===== src/rtl/basic_pkg.sv =====
// Shared constants and types for basic datapath blocks (direction encoding, counter limit mode).
package basic_pkg;

  localparam logic DIR_UP   = 1'b0;
  localparam logic DIR_DOWN = 1'b1;

  typedef enum logic {
    WRAP     = 1'b0,
    SATURATE = 1'b1
  } counter_mode_e;

endpackage


===== src/rtl/updown_mod_counter.sv =====
// Modulo-N up/down counter with terminal-count decode, sync clear/load, optional saturation
// and registered one-cycle event pulses (wrap, sat, load_err).
module updown_mod_counter #(
  parameter int     WIDTH    = 4,
  parameter longint MODULUS  = 16,
  parameter longint TC_VALUE = MODULUS - 1,
  parameter bit     SATURATE = 1'b0
) (
  input  logic             clk,
  input  logic             rst_n,
  input  logic             en,
  input  logic             dir,
  input  logic             clr,
  input  logic             load,
  input  logic [WIDTH-1:0] load_val,
  output logic [WIDTH-1:0] count,
  output logic             tc,
  output logic             wrap,
  output logic             sat,
  output logic             load_err
);

  localparam basic_pkg::counter_mode_e MODE =
    SATURATE ? basic_pkg::SATURATE : basic_pkg::WRAP;
  localparam logic [WIDTH:0]   MAX_V = (WIDTH+1)'(MODULUS - 1);
  localparam logic [WIDTH-1:0] TC_V  = WIDTH'(TC_VALUE);

  if (WIDTH < 1 || WIDTH > 32) begin : g_bad_width
    $error("updown_mod_counter: WIDTH must be in 1..32");
  end
  if (MODULUS < 2 || MODULUS > (longint'(1) << WIDTH)) begin : g_bad_modulus
    $error("updown_mod_counter: MODULUS must be in 2..2**WIDTH");
  end
  if (TC_VALUE < 0 || TC_VALUE >= MODULUS) begin : g_bad_tc
    $error("updown_mod_counter: TC_VALUE must be below MODULUS");
  end

  logic [WIDTH-1:0] count_q, count_d;
  logic             wrap_q, wrap_d;
  logic             sat_q, sat_d;
  logic             load_err_q, load_err_d;

  logic [WIDTH:0] cnt_ext, up_ext, dn_ext;
  logic           at_top, at_bot, load_ok;

  // One spare bit so the all-ones up step is seen as past the limit instead of overflowing.
  assign cnt_ext = {1'b0, count_q};
  assign up_ext  = cnt_ext + (WIDTH+1)'(1);
  assign dn_ext  = cnt_ext - (WIDTH+1)'(1);
  assign at_top  = up_ext > MAX_V;
  assign at_bot  = dn_ext[WIDTH];
  assign load_ok = {1'b0, load_val} <= MAX_V;

  always_comb begin
    count_d    = count_q;
    wrap_d     = 1'b0;
    sat_d      = 1'b0;
    load_err_d = 1'b0;
    if (clr) begin
      count_d = '0;
    end else if (load) begin
      if (load_ok) count_d    = load_val;
      else         load_err_d = 1'b1;
    end else if (en) begin
      if (dir == basic_pkg::DIR_UP) begin
        if (!at_top) begin
          count_d = up_ext[WIDTH-1:0];
        end else if (MODE == basic_pkg::SATURATE) begin
          sat_d = 1'b1;
        end else begin
          count_d = '0;
          wrap_d  = 1'b1;
        end
      end else begin
        if (!at_bot) begin
          count_d = dn_ext[WIDTH-1:0];
        end else if (MODE == basic_pkg::SATURATE) begin
          sat_d = 1'b1;
        end else begin
          count_d = MAX_V[WIDTH-1:0];
          wrap_d  = 1'b1;
        end
      end
    end
  end

  always_ff @(posedge clk or negedge rst_n) begin
    if (!rst_n) begin
      count_q    <= '0;
      wrap_q     <= 1'b0;
      sat_q      <= 1'b0;
      load_err_q <= 1'b0;
    end else begin
      count_q    <= count_d;
      wrap_q     <= wrap_d;
      sat_q      <= sat_d;
      load_err_q <= load_err_d;
    end
  end

  assign count    = count_q;
  assign tc       = (count_q == TC_V);
  assign wrap     = wrap_q;
  assign sat      = sat_q;
  assign load_err = load_err_q;

endmodule


===== config.mk =====
export PLATFORM = sky130hd
export DESIGN_NAME = updown_mod_counter
export DESIGN_NICKNAME = d
export VERILOG_FILES = /design/src/rtl/basic_pkg.sv /design/src/rtl/updown_mod_counter.sv
export SDC_FILE = /design/constraint.sdc
export NUM_CORES = 1
export LEC_CHECK = 0
export ABC_CLOCK_PERIOD_IN_PS = 2600
export BUFFER_PORTS_ARGS = -buffer_cell sky130_fd_sc_hd__buf_2
export CORE_AREA = 3 3 40 42
export DETAILED_ROUTE_END_ITERATION = 10
export DIE_AREA = 0 0 43 45
export PLACE_DENSITY_LB_ADDON = 0.12
export SYNTH_ARGS = -nofsm -noshare
export SYNTH_HDL_FRONTEND = slang
export SYNTH_SLANG_ARGS = --single-unit
export TNS_END_PERCENT = 5

===== constraint.sdc =====
create_clock -name clk -period 2.6 [get_ports clk]
set_input_delay 0.78 -clock clk [delete_from_list [all_inputs] [get_ports clk]]
set_output_delay 0.78 -clock clk [all_outputs]
set_load 0.01 [all_outputs]

==> results by group, run 1 <==
Outcome
  – Outcome: finished, final reports clean

Worst setup path
  – Setup slack, reg-to-reg: 0.86 ns
  – CP Capture Type: primary output
  – CP required: 1.82 ns
  – Startpoint types: flip-flop
  – Worst path cell trace: ha_1 > nand2_1 > nor2_1 > buf_2
  – Max FO, Critical Path: 7
  – CP peak stage delay: 0.49 ns
  – CP arrival: 1.31 ns
  – Setup Crit Path Kind: flip-flop to primary output
  – Worst r2r path cells: 6
  – Slowest cell on crit path: dfrtp_1

STA
  – Clock skew: 0.00461 ns
  – Fin crit period: 2.09 ns
  – Setup_tns: 0 ns
  – Final worst path period share: 0.803
  – Fin. max-slew vios: 0
  – RSZ-0062 raised after global routing: false
  – Final hold slack: 0.340 ns
  – Fin. Hold Viols: 0
  – Setup violations, final: 0
  – Upper clock frequency limit: 479 MHz

Power
  – Pleak: 0.286 nW
  – P per Cell Area: 465 nW/um2
  – Max rail drop VDD: 0.000244 V

Hold path
  – Worst Hold Class: primary input to async pin

Final layout
  – Share of cells above drive strength 1: 0.325
  – Final #Nets: 91
  – Filler Cell Count: 131
  – Area Overhead vs Synth: 18.5%
  – Antenna diode count: 0

Routing
  – DRC viols: 0
  – Drt first pass iters: 4
  – Antenna-violating nets left: 0
  – Vias/cell: 5.72
  – Via Count: 526
  – Routed wire length: 1.31 mm
  – Drt initial violations: 18
  – Drt wl/cell: 14.3 um

Logic synthesis
  – Synth top area cells: dfrtp_1 (24%), ha_1 (7.2%), inv_1 (5.0%), o21ai_0 (4.8%), buf_4 (4.3%)
  – Biggest area consumer among synthesized cells: dfrtp_1
  – FF+latch count, synth: 5
  – Fraction of registers with async set or reset after synthesis: 1.00
  – Netlist cell types: 36
  – Synth top area share: 0.240
  – Avg Cell Area, Syn: 8.55 um2
  – Ys Warns: 0
  – Synthesized cell area: 522 um2
  – Mapped Cells: 61
  – Sequential area share after synthesis: 0.240
  – Most used flip-flop cell after synthesis: dfrtp_1
  – Post-synth EDFFs: 0

Clocking
  – PostCTS Resize Cnt: 0
  – Clk_lat worst skew: 0.25 ns
  – CTS tree: built
  – Max H-tree Level: 1
  – CTS Buf Count: 3
  – Clk root buf: clkbuf_4
  – CTS hold repair buffers: 0
  – CTS sink cnt: 5
  – Longest Clk Path Bufs: 2
  – Post-CTS setup buffer count: 0
  – Worst-path clk slew: 0.05 ns

Global route
  – Initial antenna violation count: 0
  – GR Util met1: 0.191
  – Met3 GRT Util: 0.0518
  – Grt total ovfl: 0
  – GR peak layer: met2
  – First-pass GRT wire length: 2.20 mm
  – All-layer global routing usage: 0.154
  – Largest net degree at the start of global routing: 13
  – GRT met2 Usage: 0.249
  – Vias in the first global route: 507

Floorplan
  – Full die area: 1940 um2
  – Core area: 1280 um2
  – Num rows: 13
  – Die Y: 45 um
  – Initial Utilization: 0.406
  – IO Pins: 18
  – Die Wd: 43 um

Placed design
  – HPWL after detailed placement: 1.00 mm
  – Gpl congestion: 0.788
  – IO buf count: 15

Flow run
  – MaxCap Viol Count: 0
[report_power, final]
group,switching (mW),leakage (nW),internal (mW)
Clock,0.0332,0.0150,0.0581
Sequential,0.0151,0.0654,0.0842
Combinational,0.0559,0.206,0.0407
Total,0.104,0.286,0.183
[worst max-delay path, delay by kind of cell, from the launching register on]
| family | cells | cell delay (ns) |
|---|---|---|
| adders and majority gates | 1 | 0.27 |
| buffers and inverters | 1 | 0.13 |
| DFF | 1 | 0.49 |
| and+or+nand+nor | 2 | 0.17 |
[sequential cells by signal (all words and copies together) (netlist names)]
register and cells:
count 4, wrap 1
[metrics by stage]
step / worst slack (ns) / instance area (um2) / power [mW] / cells / utilization
after detailed placement: 0.786 / 592 / 0.195 / 88 / 0.461
after global routing: 0.440 / 618 / 0.307 / 92 / 0.481
after CTS: 0.519 / 618 / 0.288 / 92 / 0.481
after global placement: 0.800 / 592 / 0.195 / 88 / 0.461
after floorplan: 0.853 / 526 / 0.166 / 62 / -
final: 0.513 / 618 / 0.287 / 92 / 0.481
[cell type report]
cell class	instances	area, um2	share of cell area
Clock buffer	4	26.3	0.0425
Inverter	7	26.3	0.0425
Multi-Input combinational cell	46	347	0.561
Sequential cell	5	125	0.202
Tap cell	15	18.8	0.0304
Timing Repair Buffer	15	75.1	0.121
[cell usage after synthesis (2+ instances only)]
cell type and n:
nor2_1 2, a21oi_1 2, o21ai_1 2, buf_4 3
ha_1 3, a31oi_1 2, nand3_1 3, o21a_1 2
o21ai_0 5, inv_1 7, dfrtp_1 5
[metal layers]
metal	vias to the layer above	wire, um
met5	-	0
met4	0	23
met3	2	107
met2	24	596
met1	246	587
li1	254	-
[final timing paths]
path	endpoint	start
max in group asynchronous	count[2]	rst_n
min in group clk	count[1]	clr
setup / recovery	tc	count[0]
setup reg to reg	count[0]	count[0]
hold / removal	count[3]	rst_n
hold reg to reg	count[3]	count[3]
[cells in the final DEF, fill, tap and decap left out, types with 3 or more instances in the layout]
cell type	synthesis	final
buf_2	1	15
inv_1	7	7
o21ai_0	5	5
dfrtp_1	5	5
nand3_1	3	3
ha_1	3	3
clkbuf_4	0	3
[kinds of logic (layout without fill, tap and decap cells)]
group	count (synthesis)	count (layout)	share of synthesized area
other cells	1	2	0.00719
simple gates	18	18	0.252
flops	5	5	0.240
compound gates	22	22	0.297
buf+inv	11	26	0.103
fa+ha+maj	3	3	0.0720
mux	1	1	0.0288
Note: power is estimated with default switching activity, not from simulation.
==> inputs of run 2 (changes only) <==
--- a/config.mk
+++ b/config.mk
@@ -5,7 +5,7 @@
 export SDC_FILE = /design/constraint.sdc
 export NUM_CORES = 1
 export LEC_CHECK = 0
-export ABC_CLOCK_PERIOD_IN_PS = 2600
+export ABC_CLOCK_PERIOD_IN_PS = 2160
 export BUFFER_PORTS_ARGS = -buffer_cell sky130_fd_sc_hd__buf_2
 export CORE_AREA = 3 3 40 42
 export DETAILED_ROUTE_END_ITERATION = 10
==> constraint.sdc (replaced) <==
create_clock -name clk -period 2.16 [get_ports clk]
set_input_delay 0.648 -clock clk [delete_from_list [all_inputs] [get_ports clk]]
set_output_delay 0.648 -clock clk [all_outputs]
set_load 0.01 [all_outputs]
==> results by group, run 2 (synthesized netlist as in run 1, its figures left out) <==
Clocking
  – CTS tree: built
  – CTS sink cnt: 5
  – PostCTS Resize Cnt: 0
  – Worst-path clk slew: 0.05 ns
  – Max H-tree Level: 1
  – Post-CTS setup buffer count: 0
  – Longest Clk Path Bufs: 2
  – Clk root buf: clkbuf_4
  – CTS hold repair buffers: 0
  – CTS Buf Count: 3
  – Clk_lat worst skew: 0.24 ns

Worst setup path
  – Worst r2r path cells: 5
  – CP Capture Type: primary output
  – CP startpoint: count[1]
  – CP peak stage delay: 0.48 ns
  – Worst path depth: 4
  – Setup slack, reg-to-reg: 0.41 ns
  – CP Buf/Inv Count: 1
  – Slowest cell on crit path: dfrtp_1
  – Setup Crit Path Kind: flip-flop to primary output
  – Max FO, Critical Path: 8
  – RR Endpoint: count[0]
  – Crit-path leading delay family: flip-flops
  – CP endpoint: tc
  – Worst R2R Start: count[0]
  – CP required: 1.51 ns
  – Startpoint types: flip-flop
  – Worst path cell trace: ha_1 > nand2_1 > nor2_1 > buf_2
  – CP arrival: 1.30 ns

Final layout
  – Share of cells above drive strength 1: 0.325
  – Area Overhead vs Synth: 18.5%
  – Final #Nets: 91
  – Filler Cell Count: 138
  – Most common library cell in the layout ignoring fill and taps: buf_2
  – Antenna diode count: 0
  – Layout Cells excl Fill: 92
  – Final instance area: 618 um2
  – Most frequent cells in the layout: buf_2 (15), inv_1 (7), o21ai_0 (5), dfrtp_1 (5)
  – Largest register FFs: 4

Placed design
  – Dpl cells: 88
  – IO buf count: 15
  – Gpl congestion: 0.812
  – Placed cell area: 592 um2
  – HPWL after detailed placement: 964 um

Global route
  – All-layer global routing usage: 0.140
  – First-pass GRT wire length: 2.06 mm
  – Initial antenna violation count: 0
  – Vias in the first global route: 486
  – Grt total ovfl: 0
  – Largest net degree at the start of global routing: 13

Power
  – P per Cell Area: 549 nW/um2
  – Total power: 340 uW
  – Pleak: 0.286 nW
  – Max rail drop VDD: 0.000226 V

Floorplan
  – Full die area: 1940 um2
  – Initial Utilization: 0.406
  – Die Y: 45 um
  – Die Wd: 43 um
  – IO Pins: 18
  – Num rows: 13
  – Core area: 1280 um2

Routing
  – Drt first pass iters: 4
  – Via Count: 515
  – Routed wire length: 1.24 mm
  – Vias/cell: 5.60
  – DRC viols: 0
  – Drt initial violations: 6
  – Antenna-violating nets left: 0
  – Drt wl/cell: 13.4 um

STA
  – Fin. Hold Viols: 0
  – Final worst path period share: 0.902
  – Fin. max-slew vios: 0
  – Clock skew: 0.00708 ns
  – RSZ-0062 raised after global routing: false
  – Setup_tns: 0 ns
  – Final hold slack: 0.210 ns
  – Setup violations, final: 0
  – Fin crit period: 1.95 ns
  – Upper clock frequency limit: 513 MHz

Hold path
  – Worst Hold Class: primary input to async pin

Flow run
  – MaxCap Viol Count: 0

Outcome
  – Outcome: finished, final reports clean
run 2: how the worst min path moves through the flow:
stage,startpoint,to,slack [ns],cells after the start
2_1_floorplan,rst_n,count[0],0.35,0
3_3_place_gp,rst_n,count[2],0.47,1
3_5_place_dp,rst_n,wrap,0.47,1
4_1_cts,rst_n,wrap,0.21,1
5_1_grt,rst_n,count[1],0.21,1
6_report,rst_n,wrap,0.21,1
run 2: worst reg2reg max path, cell delays in order (launching register included):
cell and delay (ns):
dfrtp_1 0.49, inv_1 0.14, ha_1 0.40, a31oi_1 0.12
nor4b_2 0.35, o21bai_1 0.12
run 2: power by group:
group / internal [mW] / switching [mW] / total, mW / leakage [nW]
clock: 0.0698 / 0.0367 / 0.106 / 0.0150
combinational: 0.0490 / 0.0641 / 0.113 / 0.206
sequential: 0.101 / 0.0186 / 0.120 / 0.0654
total: 0.220 / 0.119 / 0.340 / 0.286
run 2: layer usage:
layer,vias to the layer above,share of wire,track usage
met3,4,0.064,0.0478
met5,-,0,0
met2,21,0.45,0.216
li1,254,-,-
met4,0,0.025,0.0723
met1,236,0.46,0.176
run 2: cell type report:
type / instances / area [um2] / area share
multi-input combinational: 46 / 347 / 0.561
sequential: 5 / 125 / 0.202
timing repair buffer: 15 / 75.1 / 0.121
clock buffer: 4 / 26.3 / 0.0425
inverter: 7 / 26.3 / 0.0425
tap: 15 / 18.8 / 0.0304
run 2: metrics by stage:
step,utilization,setup slack [ns]
after CTS,0.481,0.195
after global routing,0.481,0.0893
after detailed placement,0.461,0.411
after floorplan,-,0.545
final,0.481,0.211
after global placement,0.461,0.456
